--- config.mk ---
export PLATFORM = sky130hd
export DESIGN_NAME = pipelined_cla_adder
export DESIGN_NICKNAME = d
export VERILOG_FILES = /design/src/rtl/cla_pkg.sv /design/src/rtl/cla_block.sv /design/src/rtl/pipelined_cla_adder.sv
export SDC_FILE = /design/constraint.sdc
export NUM_CORES = 1
export LEC_CHECK = 0
export CORE_UTILIZATION = 59
export DETAILED_ROUTE_END_ITERATION = 8
export PLACE_DENSITY = 0.95
export SLEW_MARGIN = 20
export SYNTH_ARGS = -nofsm -noshare
export SYNTH_HDL_FRONTEND = slang
export SYNTH_HIERARCHICAL = 1
export SYNTH_SLANG_ARGS = --single-unit
--- constraint.sdc ---
create_clock -name clk -period 5.8 [get_ports clk]
set_clock_uncertainty 0.2 [all_clocks]
set_input_delay 0.87 -clock clk [delete_from_list [all_inputs] [get_ports clk]]
set_output_delay 0.87 -clock clk [all_outputs]
set_load 0.005 [all_outputs]
--- src/rtl/cla_pkg.sv ---
// rtl/cla_pkg.sv - shared defaults, types and helpers for the pipelined carry look-ahead adder
package cla_pkg;

  localparam int CLA_WIDTH_DEF = 16;
  localparam int CLA_BLOCK_DEF = 4;

  typedef struct packed {
    logic p;
    logic g;
  } cla_pg_t;

  function automatic int clog2(input int v);
    int r;
    r = 0;
    while ((1 << r) < v) r++;
    return r;
  endfunction

endpackage

--- src/rtl/cla_block.sv ---
// rtl/cla_block.sv - combinational BLOCK-bit look-ahead group with flat two-level carries
module cla_block
  import cla_pkg::*;
#(
  parameter int BLOCK = CLA_BLOCK_DEF
) (
  input  logic [BLOCK-1:0] a,
  input  logic [BLOCK-1:0] b,
  input  logic             cin,
  output logic [BLOCK-1:0] sum,
  output logic             cout,
  output logic             group_p,
  output logic             group_g,
  output logic             cmsb
);

  logic [BLOCK-1:0] p;
  logic [BLOCK-1:0] g;
  logic [BLOCK:0]   c;
  cla_pg_t          grp;

  // Carry into bit n as one sum-of-products: no ripple through earlier carries.
  function automatic logic carry_into(input logic [BLOCK-1:0] pp, input logic [BLOCK-1:0] gg,
                                      input logic c0, input int n);
    logic term;
    logic acc;
    acc = 1'b0;
    for (int j = 0; j < n; j++) begin
      term = gg[j];
      for (int m = j + 1; m < n; m++) term = term & pp[m];
      acc = acc | term;
    end
    term = c0;
    for (int m = 0; m < n; m++) term = term & pp[m];
    return acc | term;
  endfunction

  assign p    = a ^ b;
  assign g    = a & b;
  assign c[0] = cin;

  for (genvar i = 1; i <= BLOCK; i++) begin : g_carry
    assign c[i] = carry_into(p, g, cin, i);
  end

  assign grp.p   = &p;
  assign grp.g   = carry_into(p, g, 1'b0, BLOCK);
  assign group_p = grp.p;
  assign group_g = grp.g;

  assign sum  = p ^ c[BLOCK-1:0];
  assign cout = c[BLOCK];
  assign cmsb = c[BLOCK-1];

endmodule

--- src/rtl/pipelined_cla_adder.sv ---
// rtl/pipelined_cla_adder.sv - pipelined CLA, one look-ahead group per stage; PIPELINED_CLA_SIGNED_OVF_EN adds ovf
module pipelined_cla_adder
  import cla_pkg::*;
#(
  parameter int WIDTH = CLA_WIDTH_DEF,
  parameter int BLOCK = CLA_BLOCK_DEF
) (
  input  logic             clk,
  input  logic             rst_n,
  input  logic             in_valid,
  output logic             in_ready,
  input  logic [WIDTH-1:0] a,
  input  logic [WIDTH-1:0] b,
  input  logic             cin,
  output logic             out_valid,
  input  logic             out_ready,
  output logic [WIDTH:0]   sum,
  output logic             ovf
);

  localparam int BLK_SAFE = (BLOCK < 1) ? 1 : BLOCK;
  localparam int STAGES   = WIDTH / BLK_SAFE;

  if (BLOCK < 1 || (WIDTH % BLK_SAFE) != 0) begin : g_bad_params
    $error("pipelined_cla_adder: WIDTH must be a positive multiple of BLOCK");
  end

  logic stall;

  // Stage k holds finished slices 0..k, its group carry, and the operand slices above k.
  for (genvar k = 0; k < STAGES; k++) begin : g_st
    localparam int LO  = k * BLOCK;
    localparam int REM = WIDTH - LO - BLOCK;

    logic [BLOCK-1:0]    blk_a;
    logic [BLOCK-1:0]    blk_b;
    logic [BLOCK-1:0]    blk_sum;
    logic                blk_cin;
    logic                blk_cout;
    logic                blk_p;
    logic                blk_g;
    logic                blk_cmsb;
    logic                v_d;
    logic [LO+BLOCK-1:0] res_d;
    logic                v_q;
    logic [LO+BLOCK-1:0] res_q;
    logic                cout_q;
    logic                unused_grp;

    if (k == 0) begin : g_first
      assign blk_a   = a[BLOCK-1:0];
      assign blk_b   = b[BLOCK-1:0];
      assign blk_cin = cin;
      assign v_d     = in_valid && in_ready;
      assign res_d   = blk_sum;
    end else begin : g_next
      assign blk_a   = g_st[k-1].g_ops.a_q[BLOCK-1:0];
      assign blk_b   = g_st[k-1].g_ops.b_q[BLOCK-1:0];
      assign blk_cin = g_st[k-1].cout_q;
      assign v_d     = g_st[k-1].v_q;
      assign res_d   = {blk_sum, g_st[k-1].res_q};
    end

    cla_block #(.BLOCK(BLOCK)) u_blk (
      .a       (blk_a),
      .b       (blk_b),
      .cin     (blk_cin),
      .sum     (blk_sum),
      .cout    (blk_cout),
      .group_p (blk_p),
      .group_g (blk_g),
      .cmsb    (blk_cmsb)
    );

    assign unused_grp = ^{blk_p, blk_g, blk_cmsb};

    always_ff @(posedge clk or negedge rst_n) begin
      if (!rst_n) begin
        v_q    <= 1'b0;
        res_q  <= '0;
        cout_q <= 1'b0;
      end else if (!stall) begin
        v_q    <= v_d;
        res_q  <= res_d;
        cout_q <= blk_cout;
      end
    end

    if (k < STAGES - 1) begin : g_ops
      logic [REM-1:0] a_d;
      logic [REM-1:0] b_d;
      logic [REM-1:0] a_q;
      logic [REM-1:0] b_q;

      if (k == 0) begin : g_src_in
        assign a_d = a[WIDTH-1:BLOCK];
        assign b_d = b[WIDTH-1:BLOCK];
      end else begin : g_src_prev
        assign a_d = g_st[k-1].g_ops.a_q[REM+BLOCK-1:BLOCK];
        assign b_d = g_st[k-1].g_ops.b_q[REM+BLOCK-1:BLOCK];
      end

      always_ff @(posedge clk or negedge rst_n) begin
        if (!rst_n) begin
          a_q <= '0;
          b_q <= '0;
        end else if (!stall) begin
          a_q <= a_d;
          b_q <= b_d;
        end
      end
    end
  end

  assign out_valid = g_st[STAGES-1].v_q;
  assign stall     = out_valid && !out_ready;
  assign in_ready  = !stall;
  assign sum       = {g_st[STAGES-1].cout_q, g_st[STAGES-1].res_q};

`ifdef PIPELINED_CLA_SIGNED_OVF_EN
  logic ovf_q;

  always_ff @(posedge clk or negedge rst_n) begin
    if (!rst_n) begin
      ovf_q <= 1'b0;
    end else if (!stall) begin
      ovf_q <= g_st[STAGES-1].blk_cmsb ^ g_st[STAGES-1].blk_cout;
    end
  end

  assign ovf = ovf_q;
`else
  assign ovf = 1'b0;
`endif

endmodule

==> key figures <==
Run status
  • Status: completed

Die
  • Io pins: 57
  • # rows: 30
  • Vert. Die Dim: 86.62 µm
  • Die ar.: 0.007502 mm²
  • Core Box Area: 0.006869 mm²
  • Initial core utilization: 61.49%
  • Die width: 86.62 µm

Min path
  • Worst min-delay path class: input pin to asynchronous set/reset pin

Worst setup path
  • Worst path slowest cell: clkdlybuf4s50_1
  • Top cell by count, worst path: clkdlybuf4s50_1
  • Max Fanout on Critical Path: 9
  • Critical path class: input pin to output pin
  • Nature of the critical path startpoint: input pin
  • CP required: 4.73 ns
  • Worst EP arrival: 2.11 ns
  • Crit. End Element: output pin
  • Critical path, cell by cell: clkdlybuf4s50_1, nor2b_4, inv_4, clkdlybuf4s50_1
  • Max incr delay on CP: 0.52 ns

Timing
  • Period utilization: 54.85%
  • Setup TNS: 0 ns
  • Final setup viols: 0
  • Worst-Margin Slew: 0.8472 ns
  • Pins Over Slew Limit: 0
  • Max Freq: 314.3 MHz
  • Hold_ws: 0.2031 ns
  • RSZ-0062 raised after global routing: no
  • Worst slew margin: 43.52%
  • Final Hold Fails: 0
  • Post-layout min period: 3.181 ns

Logic synthesis
  • Area of the mapped netlist: 0.004224 mm²
  • Syn nets: 332
  • Synth Area per Inst: 15.59 µm²
  • Cells after synthesis: 271
  • Synth Warn #: 6

Global routing
  • Total GRT Usage: 18.50%
  • Vias in the first global route: 2332
  • Initial antenna violation count: 0
  • First-pass GRT wire length: 10570 µm
  • Largest net degree at the start of global routing: 89
  • Gr ovfl total: 0

Cells and area
  • Layout cells sized above 1: 36.34%
  • Fin nets: 389
  • Area growth, synth to finish: 20.73%
  • Post-Layout Cell Count: 429
  • ANT cells: 0

Clocking
  • # hold bufs at CTS: 0
  • Setup bufs post-CTS: 0
  • Post_cts resized: 0
  • Longest Clk Path Bufs: 2
  • Num CTS Buffers: 9
  • Clk root buf: clkbuf_8
  • CTS tree: done
  • Sink Count: 96
  • H-tree depth: 3
  • Latest clock arrival within the worst-skew pair: 0.35 ns
  • Worst-path clk slew: 0.10 ns

Place
  • # port buffers: 55
  • Dpl hpwl: 4174 µm
  • DP Cell Count: 412
  • GP Congestion: 0.7326

Drt
  • Routed WL: 6201 µm
  • DR pass1 iterations: 4
  • Residual DRC: 0
  • DR vias: 2247
  • WL/cell: 14.45 µm
  • Post-DR vias/cell: 5.238
  • Detail Route Antenna Nets: 0
  • DR iter-0 viols: 102

Pwr
  • Switching Power: 772.6 µW
  • Combinational Power Share: 38.2%
  • Pwr Density: 524.0 mW/mm²
  • Leakage: 2.225 nW
  • Sw Share: 28.91%
  • Clock power frac: 19.7%
  • Sequential group share of total power: 42.1%
  • Power Internal: 1.900 mW
  • Total power: 2.673 mW
  • Peak supply drop: 0.2180 mV

Job
  • Max-Cap Viols: 0
[routing by layer]
metal	track usage, %	wire [µm]	share of wire [%]	up-vias
li1	-	-	-	1061
met1	23.82	2733	44	1133
met2	30.74	3130	50	44
met3	3.524	236	3.8	9
met4	8.182	100	1.6	0
met5	0	0	0	-
[cells in the final DEF, fill, tap and decap left out, drive strengths merged]
cell type / instances
dfrtp: 96
mux2: 95
clkdlybuf4s50: 54
ha: 20
clkbuf: 9
xor2: 7
inv: 7
xnor2: 5
o21a: 4
nor2: 4
o211ai: 4
a21oi: 4
nand2: 4
a21o: 4
fa: 4
buf: 4
bufinv: 3
clkinv: 2
nor2b: 1
nand2b: 1
conb: 1
[worst max-delay path: cells and delay by family]
| family | cells | cell delay (ns) |
|---|---|---|
| and+or+nand+nor | 1 | 0.06 |
| buffers and inverters | 3 | 1.17 |
[registers in the layout, summed over array words and instances, names as in the netlist]
| register | flops |
|---|---|
| g_st.g_ops.a_q | 24 |
| g_st.v_q | 3 |
| g_st.cout_q | 4 |
| g_st.g_ops.b_q | 24 |
| g_st.res_q | 40 |
| out_valid | 1 |
[power groups by stage]
stage	clock (mW)	combinational [mW]	sequential (mW)
CTS	0.535	1.03	1.13
floorplan	0	0.753	1.09
global placement	0	0.974	1.12
global route	0.564	1.13	1.16
finish	0.527	1.02	1.12
detailed placement	0	1.02	1.14
[final cells by class]
| class | count | area [µm²] |
|---|---|---|
| well taps | 96 | 120.1 |
| inverters | 5 | 21.27 |
| clock buffers | 9 | 123.9 |
| flip-flops and latches | 96 | 2402 |
| fillers | 438 | 1769 |
| repair buffers | 58 | 590.6 |
| clock inverters | 7 | 125.1 |
| multi-input cells | 158 | 1717 |
[stage by stage]
stage | util, % | setup slack [ns] | instance area [µm²]
4_1_cts | 73.84 | 2.636 | 5072
5_1_grt | 74.24 | 2.598 | 5100
6_report | 74.24 | 2.619 | 5100
3_3_place_gp | 70.22 | 2.635 | 4823
2_1_floorplan | - | 3.469 | 4224
3_5_place_dp | 70.22 | 2.641 | 4823
[final timing paths]
| check | start | end | slack [ns] | depth (start not counted) |
|---|---|---|---|---|
| worst max-delay path | out_ready | in_ready | 2.62 | 4 |
| worst min-delay path | rst_n | g_st[1].g_ops.b_q[2]$_DFFE_PN0N_ | 0.20 | 1 |
| worst min register to register | g_st[2].v_q$_DFFE_PN0N_ | out_valid$_DFFE_PN0N_ | 0.29 | 1 |
| worst max register to register | g_st[0].g_ops.a_q[0]$_DFFE_PN0N_ | g_st[1].cout_q$_DFFE_PN0N_ | 3.81 | 6 |
| min in group clk | g_st[2].v_q$_DFFE_PN0N_ | out_valid$_DFFE_PN0N_ | 0.29 | 1 |
| max in group asynchronous | rst_n | g_st[1].res_q[6]$_DFFE_PN0N_ | 4.03 | 2 |
No activity file was read; power rests on OpenSTA's default activity.
